--- src/rtl/hm01b0_sim_pkg.sv ---
// rtl/hm01b0_sim_pkg.sv - Shared constants, state encoding and LFSR helper for the HM01B0 pattern source
// Contents: mode codes, LFSR tap mask, default geometry, FSM states, lfsr_step().
package hm01b0_sim_pkg;

  localparam logic [1:0] MODE_RAMP    = 2'd0;
  localparam logic [1:0] MODE_CHECKER = 2'd1;
  localparam logic [1:0] MODE_BARS    = 2'd2;
  localparam logic [1:0] MODE_LFSR    = 2'd3;

  // x^8+x^6+x^5+x^4+1 as a left-shifting Fibonacci register: taps on bits 7,5,4,3.
  localparam logic [7:0] LFSR_TAPS = 8'hB8;

  localparam int DEF_WIDTH  = 320;
  localparam int DEF_HEIGHT = 240;
  localparam int DEF_HPAD   = 20;
  localparam int DEF_VPAD   = 30;

  typedef enum logic {
    ST_IDLE = 1'b0,
    ST_RUN  = 1'b1
  } state_t;

  function automatic logic [7:0] lfsr_step(input logic [7:0] s);
    return {s[6:0], ^(s & LFSR_TAPS)};
  endfunction

endpackage

--- src/rtl/hm01b0_pixel_serializer.sv ---
// rtl/hm01b0_pixel_serializer.sv - Splits an 8-bit pixel into BUS_WIDTH-wide beats, MSB first
// Ports: clk, reset (sync, active-high), run (0 forces idle output), load (take pixel this cycle),
//        pixel[7:0] in; pixdata[BUS_WIDTH-1:0] registered beat out.
module hm01b0_pixel_serializer #(
  parameter int BUS_WIDTH = 8
) (
  input  logic                 clk,
  input  logic                 reset,
  input  logic                 run,
  input  logic                 load,
  input  logic [7:0]           pixel,
  output logic [BUS_WIDTH-1:0] pixdata
);

  // Holds the not-yet-emitted bits left-aligned so the next beat is always the top slice.
  logic [7:0] shreg;

  always_ff @(posedge clk) begin
    if (reset || !run) begin
      pixdata <= '0;
      shreg   <= '0;
    end else if (load) begin
      pixdata <= pixel[7 -: BUS_WIDTH];
      shreg   <= pixel << BUS_WIDTH;
    end else begin
      pixdata <= shreg[7 -: BUS_WIDTH];
      shreg   <= shreg << BUS_WIDTH;
    end
  end

endmodule

--- src/rtl/hm01b0_pattern_sim.sv ---
// rtl/hm01b0_pattern_sim.sv - Framed test-pattern video source standing in for the HM01B0 sensor
// Ports: mclk, reset (sync, active-high), enable, mode[1:0] in;
//        pclk, pixdata[BUS_WIDTH-1:0], hsync, vsync, frame_done, frame_count[15:0] out.
// Option: HM01B0_SIM_FRAME_STAMP_EN overlays frame_count on pixels (0,0) and (1,0).
module hm01b0_pattern_sim
  import hm01b0_sim_pkg::*;
#(
  parameter int         WIDTH     = DEF_WIDTH,
  parameter int         HEIGHT    = DEF_HEIGHT,
  parameter int         HPAD      = DEF_HPAD,
  parameter int         VPAD      = DEF_VPAD,
  parameter int         BUS_WIDTH = 8,
  parameter logic [7:0] SEED      = 8'hA5
) (
  input  logic                 mclk,
  input  logic                 reset,
  input  logic                 enable,
  input  logic [1:0]           mode,
  output logic                 pclk,
  output logic [BUS_WIDTH-1:0] pixdata,
  output logic                 hsync,
  output logic                 vsync,
  output logic                 frame_done,
  output logic [15:0]          frame_count
);

  if (!(BUS_WIDTH == 8 || BUS_WIDTH == 4 || BUS_WIDTH == 1)) begin : g_bad_bus
    $error("hm01b0_pattern_sim: BUS_WIDTH must be 8, 4 or 1");
  end
  if (SEED == 8'h00) begin : g_bad_seed
    $error("hm01b0_pattern_sim: SEED must be nonzero");
  end

  localparam int          B         = 8 / BUS_WIDTH;
  localparam logic [3:0]  BEAT_LAST = 4'(B - 1);
  localparam logic [15:0] X_LAST    = 16'(WIDTH + HPAD - 1);
  localparam logic [15:0] Y_LAST    = 16'(HEIGHT + VPAD - 1);
  localparam logic [15:0] W_L       = 16'(WIDTH);
  localparam logic [15:0] H_L       = 16'(HEIGHT);
  localparam logic [15:0] BAR_LAST  = 16'((WIDTH / 8 > 1) ? (WIDTH / 8 - 1) : 0);

  assign pclk = mclk;

  state_t      state;
  logic [15:0] x, y;
  logic [3:0]  beat;
  logic [1:0]  mode_q;
  logic [7:0]  lfsr_q;
  logic [2:0]  bar_idx;
  logic [15:0] bar_cnt;

  logic       run, active, beat_last, line_last, frame_start, frame_last;
  logic [1:0] mode_cur;
  logic [7:0] lfsr_cur, pixel;

  assign run         = (state == ST_RUN);
  assign active      = (x < W_L) && (y < H_L);
  assign beat_last   = (beat == BEAT_LAST);
  assign line_last   = (x == X_LAST);
  assign frame_start = run && (x == '0) && (y == '0) && (beat == '0);
  assign frame_last  = run && beat_last && line_last && (y == Y_LAST);

  // The first pixel of a frame must already see the newly latched mode and the reseeded LFSR.
  assign mode_cur = frame_start ? mode : mode_q;
  assign lfsr_cur = frame_start ? SEED : lfsr_q;

  always_comb begin
    pixel = 8'h00;
    case (mode_cur)
      MODE_RAMP:    pixel = x[7:0] + y[7:0];
      MODE_CHECKER: pixel = (x[3] ^ y[3]) ? 8'hFF : 8'h00;
      MODE_BARS:    pixel = {bar_idx, 5'b00000};
      MODE_LFSR:    pixel = lfsr_cur;
      default:      pixel = 8'h00;
    endcase
`ifdef HM01B0_SIM_FRAME_STAMP_EN
    if (y == '0 && x == 16'd0) pixel = frame_count[15:8];
    else if (y == '0 && x == 16'd1) pixel = frame_count[7:0];
`endif
    if (!active) pixel = 8'h00;
  end

  hm01b0_pixel_serializer #(.BUS_WIDTH(BUS_WIDTH)) u_ser (
    .clk    (mclk),
    .reset  (reset),
    .run    (run),
    .load   (beat == 4'd0),
    .pixel  (pixel),
    .pixdata(pixdata)
  );

  always_ff @(posedge mclk) begin
    if (reset) begin
      state       <= ST_IDLE;
      x           <= '0;
      y           <= '0;
      beat        <= '0;
      mode_q      <= MODE_RAMP;
      lfsr_q      <= SEED;
      bar_idx     <= '0;
      bar_cnt     <= '0;
      hsync       <= 1'b0;
      vsync       <= 1'b0;
      frame_done  <= 1'b0;
      frame_count <= '0;
    end else begin
      case (state)
        ST_IDLE: begin
          hsync      <= 1'b0;
          vsync      <= 1'b0;
          frame_done <= 1'b0;
          if (enable) state <= ST_RUN;
        end
        ST_RUN: begin
          hsync      <= active;
          vsync      <= (y < H_L);
          frame_done <= frame_last;
          if (frame_start) mode_q <= mode;
          if (active && beat_last) lfsr_q <= lfsr_step(lfsr_cur);
          else if (frame_start)    lfsr_q <= SEED;
          if (!beat_last) begin
            beat <= beat + 4'd1;
          end else begin
            beat <= '0;
            if (line_last) begin
              x       <= '0;
              bar_cnt <= '0;
              bar_idx <= '0;
              if (y == Y_LAST) begin
                y           <= '0;
                frame_count <= frame_count + 16'd1;
                if (!enable) state <= ST_IDLE;
              end else begin
                y <= y + 16'd1;
              end
            end else begin
              x <= x + 16'd1;
              // Bar index saturates at 7 so the last bar absorbs WIDTH%8 leftover pixels.
              if (bar_cnt == BAR_LAST && bar_idx != 3'd7) begin
                bar_cnt <= '0;
                bar_idx <= bar_idx + 3'd1;
              end else begin
                bar_cnt <= bar_cnt + 16'd1;
              end
            end
          end
        end
        default: state <= ST_IDLE;
      endcase
    end
  end

endmodule
--- config.mk ---
export PLATFORM = sky130hd
export DESIGN_NAME = hm01b0_pattern_sim
export DESIGN_NICKNAME = d
export VERILOG_FILES = /design/src/rtl/hm01b0_sim_pkg.sv /design/src/rtl/hm01b0_pixel_serializer.sv /design/src/rtl/hm01b0_pattern_sim.sv
export SDC_FILE = /design/constraint.sdc
export NUM_CORES = 1
export LEC_CHECK = 0
export ABC_AREA = 1
export BUFFER_PORTS_ARGS = -buffer_cell sky130_fd_sc_hd__buf_2
export CORE_ASPECT_RATIO = 0.6
export CORE_UTILIZATION = 50
export DETAILED_ROUTE_END_ITERATION = 12
export GPL_ROUTABILITY_DRIVEN = 1
export PLACE_DENSITY_LB_ADDON = 0.08
export SLEW_MARGIN = 20
export SYNTH_ARGS = -nofsm -noshare
export SYNTH_HDL_FRONTEND = slang
export SYNTH_SLANG_ARGS = --single-unit
--- constraint.sdc ---
create_clock -name mclk -period 3.5 [get_ports mclk]
set_clock_uncertainty 0.05 [all_clocks]
set_input_delay 0.35 -clock mclk [delete_from_list [all_inputs] [get_ports mclk]]
set_output_delay 0.35 -clock mclk [all_outputs]
set_load 0.1 [all_outputs]
-- After elaboration in Yosys (flattened, before gate mapping)
Index checks and enable logic that the tools add are counted.
- reductions and logical operators: 22
- magnitude comparators: 2
- muxes and demuxes: 20
- equal/unequal tests: 7
- bitwise gates (word level): 4
- add/subtract/negate cells: 7
- operator list (kind ; number):
    adder 16 x 1 -> 16 bit (second input constant) ; 4
    2-to-1 mux 16 bit ; 4
    equality test 16 x 9 -> 1 bit (second input constant) ; 2
    zero test 16 bit ; 2
    one-hot mux 8 bit (4 select lines) ; 1
    2-to-1 mux 8 bit ; 3
    equality test 16 x 6 -> 1 bit (second input constant) ; 1
    less-than comparator 16 x 8 -> 1 bit (second input constant) ; 1
    less-than comparator 16 x 9 -> 1 bit (second input constant) ; 1
    logical AND 1 bit ; 9
    adder 8 bit ; 1
    one-hot mux 1 bit (2 select lines) ; 4
    XOR reduction 8 bit ; 1
    2-to-1 mux 3 bit ; 2
    AND reduction 3 bit ; 2
    adder 4 x 1 -> 4 bit (second input constant) ; 1
    equality test 2 bit (second input constant) ; 2
    zero test 4 bit ; 1
    2-to-1 mux 1 bit ; 4
    2-to-1 mux 4 bit ; 1
    AND reduction 4 bit ; 1
    adder 3 x 1 -> 3 bit (second input constant) ; 1
    inequality test 3 bit (second input constant) ; 1
    NOT 1 bit ; 3
    9 further kinds ; 9
- register bits after elaboration: 93
- input port bits: 5
- output and inout bits: 28

-- Depth between registers and ports, before layout
- word-level depth: 7
- gate-level depth with buffers: 15
- gate-level depth less buffers: 15

-- Cells and area by module
A second synthesis with hierarchy kept.
- cell total of the unflattened synthesis: 795
- area, all modules: 5421.4 um^2
- modules (own cells, without submodules) (module ; area each (um^2) ; cells each ; instances):
    hm01b0_pattern_sim ; 5180.0 ; 769 ; 1
    hm01b0_pixel_serializer ; 241.5 ; 26 ; 1

==> metrics.json <==
{
  "status": {
    "run_status": "finished, final reports clean"
  },
  "critical_path": {
    "crit_type": "clock port to output pin",
    "startpoint_type": "clock port",
    "crit-reg2reg-capture": "u_ser.pixdata[1]",
    "critical_path_peak_fanout": 2,
    "worstRegToRegCells": 11,
    "cp.arrival_ns": 2.29,
    "critical_path_end_type": "output pin",
    "worstSetupStartpoint": "mclk",
    "cp_data_required_time_ns": 3.10,
    "rr_startpoint": "run",
    "cp-endpoint": "pclk",
    "reg2reg_slack_ns": 0.92
  },
  "synthesis": {
    "post_synth.cell_area_avg_um2": 6.96,
    "synth_common_cells": "sky130_fd_sc_hd__nand2_1 (168), sky130_fd_sc_hd__nor2_1 (97), sky130_fd_sc_hd__dfxtp_1 (93)",
    "synth_async_sr_flop_share_pct": 0,
    "synth.yosys.seq_area_share_pct": 34.2,
    "postSynth.topFlopCell": "sky130_fd_sc_hd__dfxtp_1",
    "synth_most_common_cell": "sky130_fd_sc_hd__nand2_1",
    "synth_seq_cells": 93,
    "synth_cell_type_count": 46,
    "yosysTopAreaCellShare_pct": 34.2,
    "synth_area_leaders": "sky130_fd_sc_hd__dfxtp_1 (34%), sky130_fd_sc_hd__nand2_1 (12%), sky130_fd_sc_hd__nor2_1 (6.7%)",
    "netlist.top_cell.by_area": "sky130_fd_sc_hd__dfxtp_1",
    "syn-instance-count": 781,
    "syn_area_um2": 5440,
    "synth-edff-count": 0,
    "ys_warn_count": 0,
    "synth.net_count": 805
  },
  "detailed_routing": {
    "met2RoutedLength_um": 5330,
    "metal1_wirelength_um": 7040,
    "drt-initial-drc-count": 424,
    "drc": 0,
    "drtAntennaViolNets": 0,
    "detail_route.first_pass.iterations": 5,
    "routed-via-count": 5105,
    "routed.top_layer": "met4",
    "detailroute.wirelength.met3_um": 991,
    "wl_per_cell_um": 14.2,
    "vias_per_cell": 5.36,
    "wirelength_um": 13500
  },
  "cts": {
    "cts.hold.buffers_added": 0,
    "worst_skew_pair.late_latency_ns": 0.46,
    "post-cts-setup-buffer-count": 0,
    "clock_transition_at_the_register_clock_pins_on_the_worst_setup_and_hold_paths_after_cts_ns": 0.06,
    "post_cts_resize_count": 0,
    "tritoncts": "built"
  },
  "cells_and_area": {
    "drive_above_1_share_pct": 11.8,
    "areaGrowthSynthToFinish_pct": 11.8,
    "final_net_count": 832,
    "insertedDiodeCount": 0,
    "finish.utilization_pct": 57.6
  },
  "power": {
    "static-leakage-power_nw": 2.56,
    "irDropWorstVdd_mv": 0.313,
    "pwr_density_cell_nw_per_um2": 461
  },
  "floorplan": {
    "floorplan.die.width_um": 137,
    "core.rowCount": 29,
    "ios": 33,
    "die_area_um2": 11300,
    "die_h_um": 82.8,
    "initial_utilization_pct": 51.5,
    "core_area_um2": 10600
  },
  "global_route": {
    "grt_antenna_before_repair": 0,
    "grt.overflow.total": 0,
    "grt_pass1_wl_um": 21600,
    "grt_use_total_pct": 24.9,
    "vias_in_the_first_global_route": 4374,
    "grt_max_degree": 27
  },
  "placement": {
    "post-place-ws_ns": 1.00,
    "place.gp.congestion": 0.874,
    "io_buffers": 32,
    "place.detailed.hpwl_um": 10100
  },
  "timing": {
    "unrepaired_setup_endpoints_after_global_routing": "no",
    "report.final.setup_viol": 0,
    "fin_setup_tns_ns": 0,
    "maxSlewHeadroom_pct": 48.6,
    "final_setup_slack_of_the_worst_path_ns": 0.814,
    "timing_worst_slew_pin_value_ns": 0.765,
    "timing_hold_violations_final": 0,
    "final-max-slew-violation-count": 0
  },
  "worst_hold_path": {
    "hold_path.class": "primary input to flip-flop"
  },
  "job": {
    "max_capacitance_violation_count": 0
  }
}
-- metrics by stage --
stage / hold WS [ns] / std cells / cell area, um2 / total power, mW
2_1_floorplan: 0.383 / 781 / 5440 / 1.47
3_3_place_gp: 0.402 / 933 / 5660 / 1.51
3_5_place_dp: 0.402 / 933 / 5660 / 1.51
4_1_cts: 0.140 / 952 / 6080 / 2.83
5_1_grt: 0.127 / 952 / 6080 / 2.91
6_report: 0.130 / 952 / 6080 / 2.80
-- layer usage --
metal	vias up	track usage, %
met5	-	0
met4	0	7.22
met3	16	5.95
met2	171	33.6
met1	2328	38.2
li1	2590	-
-- placed cells by master, fill, tap and decap left out, types with 4 or more instances in the layout --
cell                        instances
sky130_fd_sc_hd__buf_2             32
sky130_fd_sc_hd__nor2_4             6
sky130_fd_sc_hd__nand3_1           55
sky130_fd_sc_hd__nand2_1          168
sky130_fd_sc_hd__nand2_2            6
sky130_fd_sc_hd__nor2_1            97
sky130_fd_sc_hd__nor2_2             6
sky130_fd_sc_hd__o21ai_1            8
sky130_fd_sc_hd__inv_2              4
sky130_fd_sc_hd__clkbuf_16         12
sky130_fd_sc_hd__nor4_1             8
sky130_fd_sc_hd__nor3_1            31
sky130_fd_sc_hd__xor2_1            18
sky130_fd_sc_hd__inv_1             91
sky130_fd_sc_hd__ha_1              18
sky130_fd_sc_hd__a31oi_1            4
sky130_fd_sc_hd__a21oi_1           56
sky130_fd_sc_hd__nand4_1           13
sky130_fd_sc_hd__dfxtp_1           93
sky130_fd_sc_hd__or2_2              4
sky130_fd_sc_hd__o21ai_0           19
sky130_fd_sc_hd__nor3b_1            8
sky130_fd_sc_hd__nand2_4            5
sky130_fd_sc_hd__o211ai_1           4
sky130_fd_sc_hd__xnor2_1           10
-- where the power goes --
group          total (mW)  internal [mW]  switching [mW]  leakage [nW]
clock network        1.41          0.857           0.552         0.211
logic               0.283         0.0791           0.203          1.59
registers            1.11           1.08          0.0239         0.753
total                2.80           2.02           0.780          2.56
-- logic make-up after synthesis --
family	count (synthesis)	share of synthesized area, %
simple gates	417	36.7
buf+inv	118	9.14
compound gates	106	10.9
flops	93	34.2
xor+xnor	28	4.51
fa+ha+maj	19	4.51
-- flip-flops by register name, summed over array words and instances (netlist names) --
| name | flops |
|---|---|
| bar_cnt | 16 |
| lfsr_q | 8 |
| mode_q | 2 |
| frame_done | 1 |
| hsync | 1 |
| bar_idx | 3 |
| run | 1 |
| u_ser.pixdata | 8 |
| x | 16 |
| beat | 4 |
| y | 16 |
| vsync | 1 |
| frame_count | 16 |
-- how the worst min path moves through the flow --
stage | from | to | slack [ns] | depth (start not counted)
global route | enable | run | 0.13 | 3
finish | enable | run | 0.13 | 3
floorplan | lfsr_q[0] | lfsr_q[0] | 0.38 | 2
detailed placement | bar_cnt[13] | bar_cnt[13] | 0.40 | 2
global placement | lfsr_q[0] | lfsr_q[0] | 0.40 | 2
CTS | enable | run | 0.14 | 3
-- critical path, cell delays in order --
cell and delay (ns):
sky130_fd_sc_hd__clkbuf_16 0.12, sky130_fd_sc_hd__clkbuf_16 0.13, sky130_fd_sc_hd__buf_2 0.28
-- final cells by class --
| class | count | area, um2 |
|---|---|---|
| sequential | 93 | 1860 |
| inverter | 97 | 368 |
| tap | 139 | 174 |
| clock buffer | 13 | 305 |
| fill | 996 | 4480 |
| multi-input combinational | 570 | 3080 |
| timing repair buffer | 33 | 170 |
| clock inverter | 7 | 121 |
No activity file was read; power rests on OpenSTA's default activity.
